File: config.mk
export PLATFORM = sky130hd
export DESIGN_NAME = csa_resolver_flat
export DESIGN_NICKNAME = d
export VERILOG_FILES = /design/src/rtl/csa_resolver_if.sv /design/src/rtl/csa_resolver.sv /design/src/flat_wrapper.sv
export SDC_FILE = /design/constraint.sdc
export NUM_CORES = 1
export LEC_CHECK = 0
export ABC_AREA = 1
export CELL_PAD_IN_SITES_DETAIL_PLACEMENT = 1
export CELL_PAD_IN_SITES_GLOBAL_PLACEMENT = 1
export CORE_UTILIZATION = 46
export CTS_CLUSTER_DIAMETER = 40
export DETAILED_ROUTE_END_ITERATION = 8
export DONT_BUFFER_PORTS = 1
export PLACE_DENSITY_LB_ADDON = 0.1
export RECOVER_POWER = 100
export SLEW_MARGIN = 25
export SYNTH_ARGS = -nofsm -noshare
export SYNTH_HDL_FRONTEND = slang
export SYNTH_SLANG_ARGS = --single-unit
File: constraint.sdc
create_clock -name clk -period 1.8 [get_ports clk]
set_input_delay 0.36 -clock clk [delete_from_list [all_inputs] [get_ports clk]]
set_output_delay 0.36 -clock clk [all_outputs]
set_load 0.005 [all_outputs]
File: src/rtl/csa_resolver_if.sv
// Handshake bundle for csa_resolver: a carry-save pair goes in and a
// resolved word plus overflow count comes out.
interface csa_resolver_if #(
    parameter int width_p = 16
);
    logic               in_valid;
    logic               in_ready;
    logic [width_p-1:0] s_i;
    logic [width_p-1:0] c_i;
    logic               out_valid;
    logic               out_ready;
    logic [width_p-1:0] sum_o;
    logic [1:0]         ovf_o;

    modport slave (
        input  in_valid, s_i, c_i, out_ready,
        output in_ready, out_valid, sum_o, ovf_o
    );

    modport master (
        output in_valid, s_i, c_i, out_ready,
        input  in_ready, out_valid, sum_o, ovf_o
    );
endinterface

File: src/rtl/csa_resolver.sv
// Digit-serial carry-propagate stage: resolves s + 2c, digit_p bits per
// cycle (LSB digit first), behind valid/ready handshakes on both sides.
module csa_resolver #(
    parameter int width_p = 16,
    parameter int digit_p = 4
) (
    input logic           clk,
    input logic           rst,
    csa_resolver_if.slave bus
);
    localparam int n_lp  = width_p / digit_p;
    localparam int kw_lp = (n_lp > 1) ? $clog2(n_lp) : 1;

    localparam logic [1:0] IDLE = 2'd0;
    localparam logic [1:0] BUSY = 2'd1;
    localparam logic [1:0] DONE = 2'd2;

    generate
        if ((width_p % digit_p) != 0) begin : g_bad_digit
            $error("csa_resolver: width_p must be a multiple of digit_p");
        end
    endgenerate

    logic [1:0]                 state_q, state_d;
    logic [width_p-1:0]         a_q, a_d;
    logic [width_p-1:0]         b_q, b_d;
    logic [width_p-1:0]         res_q, res_d;
    logic                       cy_q, cy_d;
    logic                       hi_q, hi_d;
    logic [kw_lp-1:0]           k_q, k_d;
    logic [digit_p:0]           digit_sum;
    logic [width_p+digit_p-1:0] res_cat;

    assign digit_sum = {1'b0, a_q[digit_p-1:0]} + {1'b0, b_q[digit_p-1:0]}
                     + {{digit_p{1'b0}}, cy_q};

    // New digits enter from the MSB end so the word is LSB-aligned after N shifts.
    assign res_cat = {digit_sum[digit_p-1:0], res_q};

    always_comb begin
        state_d = state_q;
        a_d     = a_q;
        b_d     = b_q;
        res_d   = res_q;
        cy_d    = cy_q;
        hi_d    = hi_q;
        k_d     = k_q;
        case (state_q)
            IDLE: begin
                if (bus.in_valid) begin
                    a_d     = bus.s_i;
                    b_d     = bus.c_i << 1;
                    hi_d    = bus.c_i[width_p-1];
                    cy_d    = 1'b0;
                    k_d     = '0;
                    state_d = BUSY;
                end
            end
            BUSY: begin
                res_d = res_cat[width_p+digit_p-1:digit_p];
                cy_d  = digit_sum[digit_p];
                a_d   = a_q >> digit_p;
                b_d   = b_q >> digit_p;
                k_d   = k_q + 1'b1;
                if (k_q == kw_lp'(n_lp - 1)) begin
                    state_d = DONE;
                end
            end
            DONE: begin
                if (bus.out_ready) begin
                    state_d = IDLE;
                end
            end
            default: state_d = IDLE;
        endcase
    end

    always_ff @(posedge clk or posedge rst) begin
        if (rst) begin
            state_q <= IDLE;
            a_q     <= '0;
            b_q     <= '0;
            res_q   <= '0;
            cy_q    <= 1'b0;
            hi_q    <= 1'b0;
            k_q     <= '0;
        end else begin
            state_q <= state_d;
            a_q     <= a_d;
            b_q     <= b_d;
            res_q   <= res_d;
            cy_q    <= cy_d;
            hi_q    <= hi_d;
            k_q     <= k_d;
        end
    end

    // The carry is live during BUSY, so the overflow count is only exposed in DONE.
    assign bus.in_ready  = (state_q == IDLE);
    assign bus.out_valid = (state_q == DONE);
    assign bus.sum_o     = res_q;
    assign bus.ovf_o     = (state_q == DONE) ? ({1'b0, cy_q} + {1'b0, hi_q}) : 2'b00;
endmodule

File: src/flat_wrapper.sv
// flat-port wrapper written by rule: the top's interface ports become plain ports
module csa_resolver_flat 
#(
    parameter int width_p = 16,
    parameter int digit_p = 4
)
  (clk, rst, bus_in_valid, bus_s_i, bus_c_i, bus_out_ready, bus_in_ready, bus_out_valid, bus_sum_o, bus_ovf_o);
  csa_resolver_if #(.width_p(width_p)) bus_i ();
  input logic clk;
  input logic rst;
  input wire logic [$bits(bus_i.in_valid)-1:0] bus_in_valid;
  input wire logic [$bits(bus_i.s_i)-1:0] bus_s_i;
  input wire logic [$bits(bus_i.c_i)-1:0] bus_c_i;
  input wire logic [$bits(bus_i.out_ready)-1:0] bus_out_ready;
  output wire logic [$bits(bus_i.in_ready)-1:0] bus_in_ready;
  output wire logic [$bits(bus_i.out_valid)-1:0] bus_out_valid;
  output wire logic [$bits(bus_i.sum_o)-1:0] bus_sum_o;
  output wire logic [$bits(bus_i.ovf_o)-1:0] bus_ovf_o;
  assign bus_i.in_valid = bus_in_valid;
  assign bus_i.s_i = bus_s_i;
  assign bus_i.c_i = bus_c_i;
  assign bus_i.out_ready = bus_out_ready;
  assign bus_in_ready = bus_i.in_ready;
  assign bus_out_valid = bus_i.out_valid;
  assign bus_sum_o = bus_i.sum_o;
  assign bus_ovf_o = bus_i.ovf_o;
  csa_resolver #(.width_p(width_p), .digit_p(digit_p)) u_core (.clk(clk), .rst(rst), .bus(bus_i));
endmodule
==> results.py <==
metrics = {
    "outcome": {
        "outcome": "finished, final reports clean",
    },
    "timing": {
        "setup_tns_ns": 0,
        "rsz0062_at_grt": "no",
        "drv_slew": 0,
        "fin_crit_ns": 1.69,
        "setup_violations": 0,
        "fmax_mhz": 593,
        "fin_ws_ns": 0.115,
        "clock_skew_ns": 0.00857,
        "slew-limit-headroom_pct": 50.3,
        "worst_pin_slew_ns": 0.746,
        "fin_crit_sh_pct": 93.6,
        "final_hold_viol_count": 0,
    },
    "logic_synthesis": {
        "synth_top_area_share_pct": 52.9,
        "ys_seq_elements": 54,
        "synth_cell_types": 20,
        "post-synth-top-area-cell": "dfrtp_1",
        "synthFlopType": "dfrtp_1",
        "syn_nets": 355,
        "syn-instance-count": 312,
        "synthTopCellsByArea": "dfrtp_1 (53%), nand2_1 (22%), inv_1 (3.8%), o21ai_0 (3.1%), o21ai_1 (3.1%)",
        "synth_warnings": 0,
        "syn_avg_cell_area_um2": 8.19,
        "async_flop_share_pct": 100,
        "synth-edff-count": 0,
        "syn_area_mm2": 0.00255,
        "synth_commonest_cells": "nand2_1 (148), dfrtp_1 (54), inv_1 (26)",
        "yosysSeqAreaShare_pct": 52.9,
        "synthMostInstantiatedCell": "nand2_1",
    },
    "pwr": {
        "peakVddDrop_mv": 0.662,
        "powerDensity_mw_per_mm2": 1880,
        "power_leakage_nw": 1.41,
        "p_total_mw": 5.06,
    },
    "floorplan": {
        "core-area_mm2": 0.00524,
        "die_w_um": 76.5,
        "die_y_um": 76.5,
        "die-area_mm2": 0.00586,
        "io_pins": 56,
        "start_util_pct": 48.8,
        "rows": 26,
    },
    "layout": {
        "syn_to_final_growth_pct": 5.68,
        "final_cell_count_no_fill": 384,
        "final_area_mm2": 0.00270,
        "layout-drive-gt1-share_pct": 6.69,
        "fillers": 661,
        "nets": 356,
        "diodes": 0,
    },
    "global_route": {
        "met1_usage_pct": 28.0,
        "grt_max_degree": 55,
        "groute.usage.overall_pct": 22.3,
        "first_global_vias": 2162,
        "top_usage_layer": "met2",
        "globalRoute.totalOverflow": 0,
        "gr-usage-met2_pct": 38.6,
        "grtUsageMet3_pct": 5.15,
        "grt_first_pass_wirelength_mm": 10.2,
        "antenna_found_initial": 0,
    },
    "drt": {
        "wl_per_cell_um": 14.9,
        "wirelength_mm": 5.74,
        "vias": 1943,
        "firstDrtPassIters": 4,
        "viasPerCell": 5.06,
        "post-route-drc-count": 0,
        "postRouteAntennaNets": 0,
        "detail_route.iter0.violations": 85,
    },
    "cts": {
        "clk_path_buf_depth": 2,
        "htreeDepth": 2,
        "cts_root_buf": "clkbuf_8",
        "cts_tree": "yes",
        "cts_made_buffers": 5,
        "clk_transition_reported_paths_ns": 0.11,
        "numClockSinks": 54,
        "clkLatencyLatePin_ns": 0.31,
    },
    "placement": {
        "place_inst": 375,
        "gp_congestion": 0.792,
        "port_buffers": 0,
        "pre_cts_ws_ns": 0.0863,
        "placed_area_mm2": 0.00262,
        "hpwlAfterDp_mm": 4.07,
    },
    "setup_path": {
        "critical_path.cell_chain": "inv_1, fa_2, fa_1, inv_1, a21oi_1, o21ai_1, o21ai_2",
        "slowest_stage": "fa_2",
        "critPathTopFamily": "adder cells",
        "startpoint_type": "register",
        "crit_top_cell": "inv_1",
        "path_max_fanout": 3,
        "critPathArrivalTime_ns": 1.89,
        "setup.worst_path.class": "reg2reg",
        "end_kind": "register",
        "cp.required_ns": 2.01,
        "slowest_delay_ns": 0.41,
        "worst-path-buf-inv": 2,
    },
    "run": {
        "maxCapViolCount": 0,
    },
    "hold_path": {
        "hold_path.class": "in2reg",
    },
}
per-layer routing:
metal | share of wire, % | up-vias
li1 | - | 964
met2 | 49 | 43
met3 | 3.9 | 4
met1 | 46 | 932
met5 | 0 | -
met4 | 0.92 | 0
worst paths after layout:
path / start / end / slack (ns) / depth (start not counted)
min in group asynchronous: rst / u_core.hi_q / 0.72 / 3
worst max register to register: u_core.cy_q / u_core.bus.sum_o[14] / 0.11 / 7
worst max-delay path: u_core.cy_q / u_core.bus.sum_o[14] / 0.11 / 7
worst min-delay path: bus_out_ready / u_core.state_q[1] / 0.16 / 1
max in group asynchronous: rst / u_core.b_q[10] / 0.59 / 3
worst min register to register: u_core.b_q[11] / u_core.b_q[11] / 0.49 / 2
report_power, final:
group	internal (mW)	switching, mW	leakage (nW)	total [mW]
logic	0.704	1.46	0.672	2.17
clock network	0.414	0.414	0.0504	0.828
registers	1.74	0.327	0.688	2.07
registers in the layout, summed over array words and instances, names as in the netlist:
| register | count |
|---|---|
| u_core.bus.sum_o | 16 |
| u_core.state_q | 2 |
| u_core.cy_q | 1 |
| u_core.k_q | 2 |
| u_core.hi_q | 1 |
| u_core.a_q | 16 |
| u_core.b_q | 16 |
cells in the final DEF, fill, tap and decap left out, types with 4 or more instances in the layout:
cell type  count
clkbuf_8       5
dfrtp_1       54
ha_1           5
inv_1         25
nand2_1      149
nand3_1       13
nor2_1         4
o21ai_0       28
o21ai_1        6
o21ai_2        4
area by class of cell:
cell class	count	area [µm²]	share of cell area (%)
clock buffer	5	68.8	2.55
clock inverter	3	45.0	1.67
inverter	28	105	3.89
multi-input combinational	215	973	36.1
sequential	54	1350	50.0
tap	70	87.6	3.24
timing repair buffer	9	68.8	2.55
repair_timing:
item                       CTS  global route
hold endpoints to repair    54             0
hold buffers                 1             0
setup endpoints to repair    0             2
gates resized for setup      0             1
buffers inserted             0             0
through the flow:
stage	utilization, %	hold WS (ns)
2_1_floorplan	-	0.448
3_3_place_gp	50.0	0.326
3_5_place_dp	50.0	0.325
4_1_cts	52.4	0.151
5_1_grt	51.6	0.172
6_report	51.6	0.159
logic make-up (layout without fill, tap and decap cells):
group,count (synthesis),in the layout,synth area share [%]
simple gates,166,166,25.1
fa+ha+maj,7,7,4.02
flops,54,54,52.9
compound gates,42,42,9.70
buf+inv,43,45,8.28
(Power assumes the default switching activity.)
